--- src/rtl/id_ex_stage_pkg.sv ---
// ============================================================
// id_ex_stage_pkg : shared pipeline widths, forward selects, bubble control
// Revision: 1.0
// ============================================================
`default_nettype none

package id_ex_stage_pkg;

  localparam int DW_DEF = 32;
  localparam int AW_DEF = 5;
  localparam int CW_DEF = 16;

  typedef enum logic [1:0] {
    FWD_REG = 2'd0,
    FWD_EXM = 2'd1,
    FWD_WB  = 2'd2
  } fwd_sel_e;

  localparam logic [CW_DEF-1:0] C_BUBBLE_CTRL = '0;

endpackage

`default_nettype wire

--- src/rtl/id_ex_stage_fwd_mux.sv ---
// ============================================================
// id_ex_stage_fwd_mux : one EX operand bypass mux, EX/MEM over MEM/WB, r0 never bypassed
// Revision: 1.0
// ============================================================
`default_nettype none

module id_ex_stage_fwd_mux
  import id_ex_stage_pkg::*;
#(
  parameter int DW = DW_DEF,
  parameter int AW = AW_DEF
) (
  input  logic [AW-1:0] src,
  input  logic [DW-1:0] reg_val,
  input  logic          exm_we,
  input  logic [AW-1:0] exm_dst,
  input  logic [DW-1:0] exm_result,
  input  logic          wb_we,
  input  logic [AW-1:0] wb_dst,
  input  logic [DW-1:0] wb_data,
  output logic [DW-1:0] fwd_val,
  output fwd_sel_e      sel
);

  logic w_src_nz;
  assign w_src_nz = (src != '0);

  always_comb begin
    sel     = FWD_REG;
    fwd_val = reg_val;
    if (exm_we && (exm_dst == src) && w_src_nz) begin
      sel     = FWD_EXM;
      fwd_val = exm_result;
    end else if (wb_we && (wb_dst == src) && w_src_nz) begin
      sel     = FWD_WB;
      fwd_val = wb_data;
    end
  end

endmodule

`default_nettype wire

--- src/rtl/id_ex_stage.sv ---
// ============================================================
// id_ex_stage : ID/EX register with operand forwarding and load-use stall.
// Optional macro ID_EX_PERF_EN adds stall/forward event counters.  Revision: 1.0
// ============================================================
`default_nettype none

module id_ex_stage
  import id_ex_stage_pkg::*;
#(
  parameter int DW = DW_DEF,
  parameter int AW = AW_DEF,
  parameter int CW = CW_DEF
) (
  input  logic          clk,
  input  logic          rst_n,
  input  logic          id_valid,
  input  logic [AW-1:0] id_rs,
  input  logic [AW-1:0] id_rt,
  input  logic [DW-1:0] id_rs_data,
  input  logic [DW-1:0] id_rt_data,
  input  logic [DW-1:0] id_imm,
  input  logic [AW-1:0] id_dst,
  input  logic          id_we,
  input  logic          id_ld,
  input  logic [CW-1:0] id_ctrl,
  input  logic          flush_i,
  input  logic          hold_i,
  input  logic          exm_we,
  input  logic [AW-1:0] exm_dst,
  input  logic [DW-1:0] exm_result,
  input  logic          wb_we,
  input  logic [AW-1:0] wb_dst,
  input  logic [DW-1:0] wb_data,
  output logic          stall_o,
  output logic          ex_valid,
  output logic [DW-1:0] ex_opa,
  output logic [DW-1:0] ex_opb,
  output logic [DW-1:0] ex_imm,
  output logic [AW-1:0] ex_dst,
  output logic          ex_we,
  output logic          ex_ld,
  output logic [CW-1:0] ex_ctrl
`ifdef ID_EX_PERF_EN
  ,
  output logic [31:0]   perf_stall_cnt,
  output logic [31:0]   perf_fwd_cnt
`endif
);

  logic          r_valid;
  logic [AW-1:0] r_rs;
  logic [AW-1:0] r_rt;
  logic [DW-1:0] r_opa;
  logic [DW-1:0] r_opb;
  logic [DW-1:0] r_imm;
  logic [AW-1:0] r_dst;
  logic          r_we;
  logic          r_ld;
  logic [CW-1:0] r_ctrl;

  logic [DW-1:0] w_opa;
  logic [DW-1:0] w_opb;
  fwd_sel_e      w_sel_a;
  fwd_sel_e      w_sel_b;
  logic          w_lu;

  id_ex_stage_fwd_mux #(.DW(DW), .AW(AW)) u_fwd_a (
    .src        (r_rs),
    .reg_val    (r_opa),
    .exm_we     (exm_we),
    .exm_dst    (exm_dst),
    .exm_result (exm_result),
    .wb_we      (wb_we),
    .wb_dst     (wb_dst),
    .wb_data    (wb_data),
    .fwd_val    (w_opa),
    .sel        (w_sel_a)
  );

  id_ex_stage_fwd_mux #(.DW(DW), .AW(AW)) u_fwd_b (
    .src        (r_rt),
    .reg_val    (r_opb),
    .exm_we     (exm_we),
    .exm_dst    (exm_dst),
    .exm_result (exm_result),
    .wb_we      (wb_we),
    .wb_dst     (wb_dst),
    .wb_data    (wb_data),
    .fwd_val    (w_opb),
    .sel        (w_sel_b)
  );

  assign w_lu = r_valid && r_ld && (r_dst != '0) && id_valid &&
                ((r_dst == id_rs) || (r_dst == id_rt));

  assign stall_o  = hold_i || (w_lu && !flush_i);
  assign ex_valid = r_valid;
  assign ex_opa   = w_opa;
  assign ex_opb   = w_opb;
  assign ex_imm   = r_imm;
  assign ex_dst   = r_dst;
  assign ex_we    = r_valid && r_we;
  assign ex_ld    = r_valid && r_ld;
  assign ex_ctrl  = r_ctrl;

  always_ff @(posedge clk or negedge rst_n) begin
    if (!rst_n) begin
      r_valid <= 1'b0;
      r_rs    <= '0;
      r_rt    <= '0;
      r_opa   <= '0;
      r_opb   <= '0;
      r_imm   <= '0;
      r_dst   <= '0;
      r_we    <= 1'b0;
      r_ld    <= 1'b0;
      r_ctrl  <= '0;
    end else if (hold_i) begin
      // Capture bypassed values so a producer retiring during the hold is not lost.
      r_opa <= w_opa;
      r_opb <= w_opb;
    end else if (flush_i || w_lu) begin
      r_valid <= 1'b0;
      r_we    <= 1'b0;
      r_ld    <= 1'b0;
      r_ctrl  <= CW'(C_BUBBLE_CTRL);
    end else begin
      r_valid <= id_valid;
      r_rs    <= id_rs;
      r_rt    <= id_rt;
      r_opa   <= id_rs_data;
      r_opb   <= id_rt_data;
      r_imm   <= id_imm;
      r_dst   <= id_dst;
      r_we    <= id_we;
      r_ld    <= id_ld;
      r_ctrl  <= id_valid ? id_ctrl : CW'(C_BUBBLE_CTRL);
    end
  end

`ifdef ID_EX_PERF_EN
  logic [31:0] r_perf_stall;
  logic [31:0] r_perf_fwd;

  always_ff @(posedge clk or negedge rst_n) begin
    if (!rst_n) begin
      r_perf_stall <= '0;
      r_perf_fwd   <= '0;
    end else begin
      if (w_lu && !hold_i && !flush_i)
        r_perf_stall <= r_perf_stall + 32'd1;
      if (r_valid && ((w_sel_a != FWD_REG) || (w_sel_b != FWD_REG)))
        r_perf_fwd <= r_perf_fwd + 32'd1;
    end
  end

  assign perf_stall_cnt = r_perf_stall;
  assign perf_fwd_cnt   = r_perf_fwd;
`else
  logic w_unused_sel;
  assign w_unused_sel = |{w_sel_a, w_sel_b};
`endif

endmodule

`default_nettype wire

--- config.mk ---
export PLATFORM = sky130hd
export DESIGN_NAME = id_ex_stage
export DESIGN_NICKNAME = d
export VERILOG_FILES = /design/src/rtl/id_ex_stage_pkg.sv /design/src/rtl/id_ex_stage_fwd_mux.sv /design/src/rtl/id_ex_stage.sv
export SDC_FILE = /design/constraint.sdc
export NUM_CORES = 1
export LEC_CHECK = 0
export BUFFER_PORTS_ARGS = -buffer_cell sky130_fd_sc_hd__buf_2
export CAP_MARGIN = 20
export CORE_MARGIN = 5
export CORE_UTILIZATION = 30
export CTS_BUF_LIST = sky130_fd_sc_hd__clkbuf_16
export CTS_CLUSTER_SIZE = 12
export DETAILED_ROUTE_END_ITERATION = 10
export PLACE_DENSITY = 0.51
export REMOVE_ABC_BUFFERS = 1
export SYNTH_ARGS = -nofsm -noshare
export SYNTH_HDL_FRONTEND = slang
export SYNTH_SLANG_ARGS = --single-unit
--- constraint.sdc ---
create_clock -name clk -period 2.7 [get_ports clk]
set_input_delay 0.135 -clock clk [delete_from_list [all_inputs] [get_ports clk]]
set_output_delay 0.135 -clock clk [all_outputs]
set_load 0.005 [all_outputs]
==> flow_summary.yaml <==
outcome:
  outcome: "finished, final reports clean"
global_routing:
  grt_max_degree: 102
  grt_pass1_wl_um: 59800
  overflow: 0
  grt_pass1_vias: 10200
  antenna_found_initial: 7
  grt_usage_pct: 21.3
final_layout:
  nets: 1550
  final_cell_mix: "buf_2, dfrtp_1, nor3_1, nor2_1, dlygate4sd3_1"
  area_growth_pct: 34.3
  drive_gt1_share_pct: 31.2
  fin_util_pct: 40.7
  mostFrequentLayoutCell: "buf_2"
drt:
  vias: 9762
  drcViolationCount: 0
  routed_wl_um: 39100
  drtPass1Iterations: 5
  ant_nets: 0
  first_iter_violations: 591
  viasPerCell: 5.56
  wl_per_cell_um: 22.3
floorplan:
  core.rowCount: 65
  start_util_pct: 30.3
  fp.dieW_um: 189
  die_area_um2: 35600
  die_h_um: 189
  fp.coreArea_um2: 31600
  io_pins: 331
worst_setup_path:
  cp.arrival_ns: 2.40
  reg2reg_slack_ns: 0.38
  worst-path-max-fanout: 30
  path_class: "reg2out"
  required_ns: 2.57
  cp-start-kind: "flop"
  worstSetupEndpointType: "output pin"
synth:
  synth.top_cell.area_share_pct: 34.0
  synth_cells: 1016
  syn-cell-area_um2: 9570
  synthFlopType: "dfrtp_1"
  synth_seq_cells: 130
  ys_async_sr_fraction_pct: 100
  synth_top_cell_by_area: "dfrtp_1"
  synth_edf_count: 0
  yosysWarnings: 0
  ys_types: 39
  synth.yosys.seq_area_share_pct: 34.0
  synth.area.top_cells: "dfrtp_1, nor3_1, o211a_1"
  synth_area_per_cell_um2: 9.42
cts:
  clk_latency_ns: 0.42
  cts_tree: "built"
  path_clk_slew_ns: 0.06
  clock_sinks: 130
  cts_made_buffers: 17
  root_buffer: "clkbuf_16"
  post-cts-setup-buffers: 0
  cts_buffer_depth: 2
  htreeDepth: 4
power:
  total_power_mw: 7.25
  power.density_nw_per_um2: 564
  vdd_drop_max_uv: 427
  total_leakage_power_nw: 6.25
placement:
  globalplace.congestion: 0.802
  numPortBuffers: 330
  hpwl_um: 25300
timing:
  fin_crit_sh_pct: 94.0
  setup_viol: 0
  drv_slew: 0
  fin_crit_ns: 2.54
  worstMarginPinSlew_ns: 0.793
  maxSlewHeadroom_pct: 47.0
  clock.fmax_mhz: 394
  final-hold-violation-count: 0
  fin_tns_setup_ns: 0
  grt_setup_unrepaired: "no"
  skew_ns: 0.0119
min_path:
  min_path_type: "in2reg"
flow_run:
  max_cap_violations: 0
-- power by group --
part	internal [mW]	switching (mW)	leakage, nW
clock	1.35	0.981	0.273
combinational	1.14	1.28	4.43
sequential	2.25	0.243	1.55
total	4.74	2.51	6.25
-- state kept, by name, summed over array words and instances (netlist names) --
| signal | flops |
|---|---|
| r_opb | 32 |
| ex_imm | 32 |
| r_rs | 5 |
| r_opa | 32 |
| r_rt | 5 |
| ex_dst | 5 |
| ex_valid | 1 |
| r_we | 1 |
| r_ld | 1 |
| ex_ctrl | 16 |
-- cells by family (layout without fill, tap and decap cells) --
logic type | after synthesis | after routing | share of synthesized area, %
and+or+nand+nor | 341 | 341 | 20.1
AOI/OAI and AO/OA | 284 | 284 | 25.5
DFF | 130 | 130 | 34.0
buffers and inverters | 122 | 457 | 5.64
muxes | 109 | 109 | 12.0
xor gates and xnor gates | 30 | 30 | 2.75
other | 0 | 2 | 0
-- cell usage after synthesis (2+ instances only) --
cell type and count:
dfrtp_1 130, nor3_1 126, clkbuf_1 87, nor2_1 69, and3_1 64, nand3b_1 64
o31a_1 64, o211a_1 63, a22oi_1 62, mux2i_1 62, a21boi_0 61, mux2_1 30
xor2_1 24, buf_2 20, mux2_2 17, a22o_1 16, buf_6 6, xnor2_1 6
and2_1 4, inv_1 4, a21boi_1 3, buf_4 3, nand2_1 3, or4_1 3
a211oi_2 2, a211oi_4 2, a21oi_1 2, a32o_1 2, and4_1 2, buf_1 2
nor4_2 2, nor4_4 2, o2111a_1 2, or2_2 2
-- metrics by stage --
stage	area (µm²)	worst slack, ns	hold WS (ns)	std cells
detailed placement	11600	0.302	0.229	1658
global placement	11600	0.347	0.230	1658
floorplan	9040	-3.80	-0.161	898
global route	12800	0.0382	0.00881	1753
finish	12800	0.162	0.0420	1755
CTS	12800	0.0401	0.00608	1753
-- what timing repair did --
action | CTS | global route
gates resized for setup | 3 | 2
endpoints found under the setup margin | 64 | 4
hold endpoints to repair | 130 | 0
hold buffers | 65 | 0
-- worst paths after layout --
kind	to	start	cells past startpoint
max	ex_opa[5]	r_rs[0]	6
min	ex_imm[31]	id_imm[31]	2
max reg2reg	r_opb[12]	ex_dst[1]	6
min reg2reg	ex_imm[7]	ex_imm[7]	1
max in group asynchronous	ex_imm[2]	rst_n	3
min in group asynchronous	ex_imm[26]	rst_n	2
-- layer usage --
metal	share of wire [%]	wire, µm	GRT usage, %
met1	43	16600	27.0
met2	48	18700	36.1
met3	7.6	2950	5.24
met4	1.9	750	5.97
met5	0.090	35	0
-- cell type report --
type	count	area [µm²]
tap	402	503
sequential	130	3250
fill	3165	18700
clock inverter	13	140
multi-input combinational	764	5840
clock buffer	17	425
timing repair buffer	423	2670
inverter	4	15.0
antenna	2	5.00
-- critical path, cell delays in order, from the launching register on --
cell      delay, ns
dfrtp_1        0.42
xnor2_1        0.20
and4_4         0.48
buf_12         0.22
a21boi_0       0.14
o31a_1         0.36
buf_2          0.15
Power figures use the tool's default switching activity.
